<file path="src/rtl/seg_display_arbiter.sv">
// seg_display_arbiter: round-robin owner of the 4-digit BCD display with a minimum hold time
module seg_display_arbiter #(
  parameter int          TICK_DIV   = 1048576,
  parameter int          HOLD_TICKS = 4,
  parameter logic [15:0] IDLE_VALUE = 16'h0000
) (
  input  logic        clk,
  input  logic        reset,
  input  logic        req0,
  input  logic [15:0] val0,
  input  logic        req1,
  input  logic [15:0] val1,
  output logic        gnt0,
  output logic        gnt1,
  output logic        busy,
  output logic [3:0]  d0,
  output logic [3:0]  d1,
  output logic [3:0]  d2,
  output logic [3:0]  d3
);
  localparam logic [1:0] IDLE  = 2'd0;
  localparam logic [1:0] SHOW0 = 2'd1;
  localparam logic [1:0] SHOW1 = 2'd2;
  localparam int TW = $clog2(TICK_DIV);

  logic [TW-1:0] cnt;
  logic          tick;
  logic [1:0]    state;
  logic [1:0]    state_nxt;
  logic [7:0]    hold;
  logic          ptr;
  logic          rel0;
  logic          rel1;
  logic          grant;
  logic [15:0]   src;

  function automatic logic [3:0] bcd(input logic [3:0] n);
    return n > 4'd9 ? 4'd0 : n;
  endfunction

  assign tick = cnt == TW'(TICK_DIV - 1);
  assign rel0 = hold == 8'd0 && (!req0 || req1);
  assign rel1 = hold == 8'd0 && (!req1 || req0);

  // ptr names the requester favoured on the next contended grant from IDLE
  always_comb begin
    state_nxt = state == SHOW0 ? (rel0 ? (req1 ? SHOW1 : IDLE) : SHOW0)
              : state == SHOW1 ? (rel1 ? (req0 ? SHOW0 : IDLE) : SHOW1)
              : (req0 && (!req1 || !ptr)) ? SHOW0
              : req1 ? SHOW1 : IDLE;
  end

  assign grant = state_nxt != state && state_nxt != IDLE;
  assign src   = state == SHOW0 ? val0 : state == SHOW1 ? val1 : IDLE_VALUE;
  assign gnt0  = state == SHOW0;
  assign gnt1  = state == SHOW1;
  assign busy  = gnt0 | gnt1;

  always_ff @(posedge clk or negedge reset) begin
    if (!reset) begin
      cnt   <= '0;
      state <= IDLE;
      hold  <= 8'd0;
      ptr   <= 1'b0;
      d0    <= 4'd0;
      d1    <= 4'd0;
      d2    <= 4'd0;
      d3    <= 4'd0;
    end else begin
      cnt   <= tick ? '0 : cnt + TW'(1);
      state <= state_nxt;
      if (grant) hold <= 8'(HOLD_TICKS);
      else if (tick && hold != 8'd0) hold <= hold - 8'd1;
      if (grant) ptr <= state_nxt == SHOW0;
      d0 <= bcd(src[15:12]);
      d1 <= bcd(src[11:8]);
      d2 <= bcd(src[7:4]);
      d3 <= bcd(src[3:0]);
    end
  end
endmodule

</file>
<file path="config.mk">
export PLATFORM = sky130hd
export DESIGN_NAME = seg_display_arbiter
export DESIGN_NICKNAME = d
export VERILOG_FILES = /design/src/rtl/seg_display_arbiter.sv
export SDC_FILE = /design/constraint.sdc
export NUM_CORES = 1
export LEC_CHECK = 0
export CORE_MARGIN = 5
export CORE_UTILIZATION = 50
export CTS_BUF_LIST = sky130_fd_sc_hd__clkbuf_16
export DETAILED_ROUTE_END_ITERATION = 8
export PLACE_DENSITY = 0.88
export SYNTH_ARGS = -nofsm -noshare
export SYNTH_HDL_FRONTEND = slang
export SYNTH_SLANG_ARGS = --single-unit
</file>
<file path="constraint.sdc">
create_clock -name clk -period 2.7 [get_ports clk]
set_clock_uncertainty 0.1 [all_clocks]
set_input_delay 0.27 -clock clk [delete_from_list [all_inputs] [get_ports clk]]
set_output_delay 0.27 -clock clk [all_outputs]
set_load 0.005 [all_outputs]
</file>
==> reports/qor.tcl, run 1 <==
set qor(totalNegativeSetupSlack_ns) 0
set qor(antenna_found_initial) 0
set qor(timing.final.crit_period_ns) 2.37
set qor(rsz_0062_raised_after_global_routing) {false}
set qor(globalRoute.totalOverflow) 0
set qor(fmax_mhz) 421
set qor(worst_slew_margin_rel_pct) 59.9
set qor(irDropWorstVdd_v) 0.000412
set qor(synth_area_sq_um) 2410
set qor(drive_above_1_share_pct) 9.09
set qor(totalPowerFinal_uw) 1640
set qor(critical_path.cell_chain) {inv_1 -> ha_1 -> nor3b_1 -> and3_1 -> o22ai_1 -> and3_1 -> or3_1}
set qor(ys.warnings.count) 0
set qor(register_to_register_path_depth) 7
set qor(via_count_of_the_first_global_routing_pass) 2025
set qor(num-nets-final) 359
set qor(most_used_cells_in_the_layout_excluding_fill_and_tap_cells) {53 x clkdlybuf4s50_1, 47 x dfrtp_1, 38 x nor2_1}
set qor(outcome) {completed}
set qor(worst_tran_pin_value_ns) 0.597
set qor(flow.area_growth_from_synthesis_pct) 33.4
set qor(critical_path.startpoint_type) {register}
set qor(reg2reg_to) {hold[2]}
set qor(post-dp-hpwl_mm) 3.92
set qor(insertion_delay_ns) 0.28
set qor(clk_transition_reported_paths_ns) 0.06
set qor(ios) 55
set qor(final_max_slew_viol_count) 0
set qor(grt_first_pass_wirelength_mm) 9.24
set qor(static-leakage-power_uw) 0.00148
set qor(total_length_of_routed_wires_mm) 5.39
set qor(yosys_register_bits) 47
set qor(ys_seq_area_share_pct) 48.8
set qor(cts_tree) {done}
set qor(design.die.area_sq_um) 6310
set qor(min_period_over_period_pct) 87.9
set qor(min_from) {cnt[6]}
set qor(iteration_0_drc_markers) 81
set qor(placementRows) 25
set qor(routed_via_density) 5.46
set qor(crit_fanout) 8
set qor(syn_area_per_cell_sq_um) 9.26
set qor(antenna_left) 0
set qor(dieWidth_microns) 79.4
set qor(worst_hold_endpoint) {cnt[6]}
set qor(die-height_microns) 79.4
set qor(timing.final.hold_violations) 0
set qor(commonest_non_fill_non_tap_cell_in_the_layout) {clkdlybuf4s50_1}
set qor(worstSetupEndpointType) {register}
set qor(synth_fp_nets) 301
set qor(io_buffers) 54
set qor(start_util_pct) 51.3
set qor(antenna-diode-count) 0
set qor(vias) 2035
set qor(place_congestion) 0.774
set qor(worst_path_largest_cell_delay_ns) 0.41
set qor(hold_path.class) {reg -> reg}
set qor(timing.hold.ws_ns) 0.371
set qor(path_common_cell) {and3_1}
set qor(crit_path_top_delay_cell) {or3_1}
set qor(cellPowerDensity_nw_per_um2) 510
set qor(post-route-drc-count) 0
set qor(numCtsBuffers) 5
set qor(count_of_cell_types_in_the_netlist) 39
set qor(core_footprint_sq_um) 4690
set qor(synth_area_leaders) {dfrtp_1 49%, nor2_1 5.9%, nand2_1 4.8%}
set qor(routed_len_inst_microns) 14.4
set qor(worst-endpoint-required_ns) 2.76
set qor(synth_area_leader_cell) {dfrtp_1}
set qor(setup_violations) 0
set qor(detail_route.first_pass.iterations) 4
set qor(gr-usage-all-layers_pct) 18.6
set qor(cts_num_sinks) 47
set qor(worstSetupPathType) {reg -> reg}
set qor(crit-reg2reg-launch) {hold[0]}
set qor(post_synth_inst_count) 260
set qor(synth_top_area_share_pct) 48.8
set qor(max_cap_violations) 0
set qor(cts-root-buf) {clkbuf_16}
set qor(num-fill-cells) 348
set qor(whs_path_cells) 1
set qor(grt_start_max_net_pins) 40
set qor(r2r_setup_slack_ns) 0.33
set qor(cts-root-to-sink-buffers) 2
set qor(timing.critical_path.arrival_ns) 2.44
set qor(clock_tree.htree_level_count) 2
-- layer usage --
metal,track usage (%),vias up,share of wire (%)
li1,-,1009,-
met1,22.2,959,42
met2,31.8,63,49
met3,6.88,4,8.3
met4,4.30,0,0.71
met5,0,-,0
-- through the flow --
stage	instances	worst slack [ns]	area (sq um)	utilization [%]
6_report	373	0.326	3210	68.5
5_1_grt	373	0.191	3210	68.5
4_1_cts	373	0.337	3210	68.5
3_5_place_dp	364	0.343	3010	64.2
3_3_place_gp	364	0.429	3010	64.2
2_1_floorplan	260	0.491	2410	-
-- critical path, delay by kind of cell, from the launching register on --
kind	cells	cell delay, ns
buf+inv	1	0.13
compound gates	1	0.12
fa+ha+maj	1	0.16
simple gates	4	1.35
flops	1	0.37
-- synth_stat cells, drive strengths merged --
cell    instances
buf             1
inv            13
nor3b           1
dfrtp          47
and3            3
or4             3
nand3           8
clkbuf          7
xnor2          12
a22oi           2
o31ai           2
ha              5
or2             2
nor2           38
o21ai          22
a21oi          18
o22ai           1
nand2          31
nand4           8
nand4b          1
nor3            7
mux2            1
and2            3
a21o            2
xor2            9
nand2b          2
a211oi          4
or3             3
nor4            2
and4            1
o221ai          1
-- sequential cells by signal, indices dropped and copies added, names as in the netlist --
name,count
cnt,20
d0,4
d1,4
d2,4
d3,4
hold,8
ptr,1
state,2
-- where the power goes --
group | leakage (uW) | switching (uW) | internal (uW) | total [uW]
Combinational | 0.000773 | 49.2 | 76.6 | 126
Clock | 0.0000900 | 262 | 530 | 792
Sequential | 0.000616 | 3.25 | 716 | 719
-- repair_timing --
action | CTS | global route
resized for setup | 0 | 0
endpoints found under the hold margin | 22 | 0
hold buffers | 1 | 0
setup buffers | 0 | 0
setup endpoints to repair | 0 | 0
-- logic make-up (layout without fill, tap and decap cells) --
kind of cell,Yosys count,count (layout),synth area share (%)
compound gates,52,52,12.7
xor+xnor,21,21,7.64
flops,47,47,48.8
simple gates,113,113,24.5
buf+inv,21,80,3.32
mux,1,1,0.467
fa+ha+maj,5,5,2.60
-- layout make-up --
cell class                 count  area (sq um)  share of cell area, %
clock inverter                 3          67.6                   2.10
inverter                      13          48.8                   1.52
multi-input combinational    192          1150                   35.9
clock buffer                   5           125                   3.89
tap                           54          67.6                   2.10
timing repair buffer          59           576                   17.9
sequential                    47          1180                   36.6
-- worst max path at each step --
stage             from       to  slack (ns)  cells past startpoint
2_1_floorplan  hold[0]  hold[7]        0.49                      7
3_3_place_gp   hold[0]  hold[7]        0.43                      7
3_5_place_dp   hold[0]  hold[7]        0.34                      7
4_1_cts        hold[0]  hold[7]        0.34                      7
5_1_grt        hold[0]  hold[2]        0.19                      7
6_report       hold[0]  hold[2]        0.33                      7
Power figures use the tool's default switching activity.
==> run 2, diff against run 1 <==
CTS_CLUSTER_SIZE = 16   (was unset)
==> results of run 2 <==
The final DEF is identical to that of run 1; final timing and power are the same.
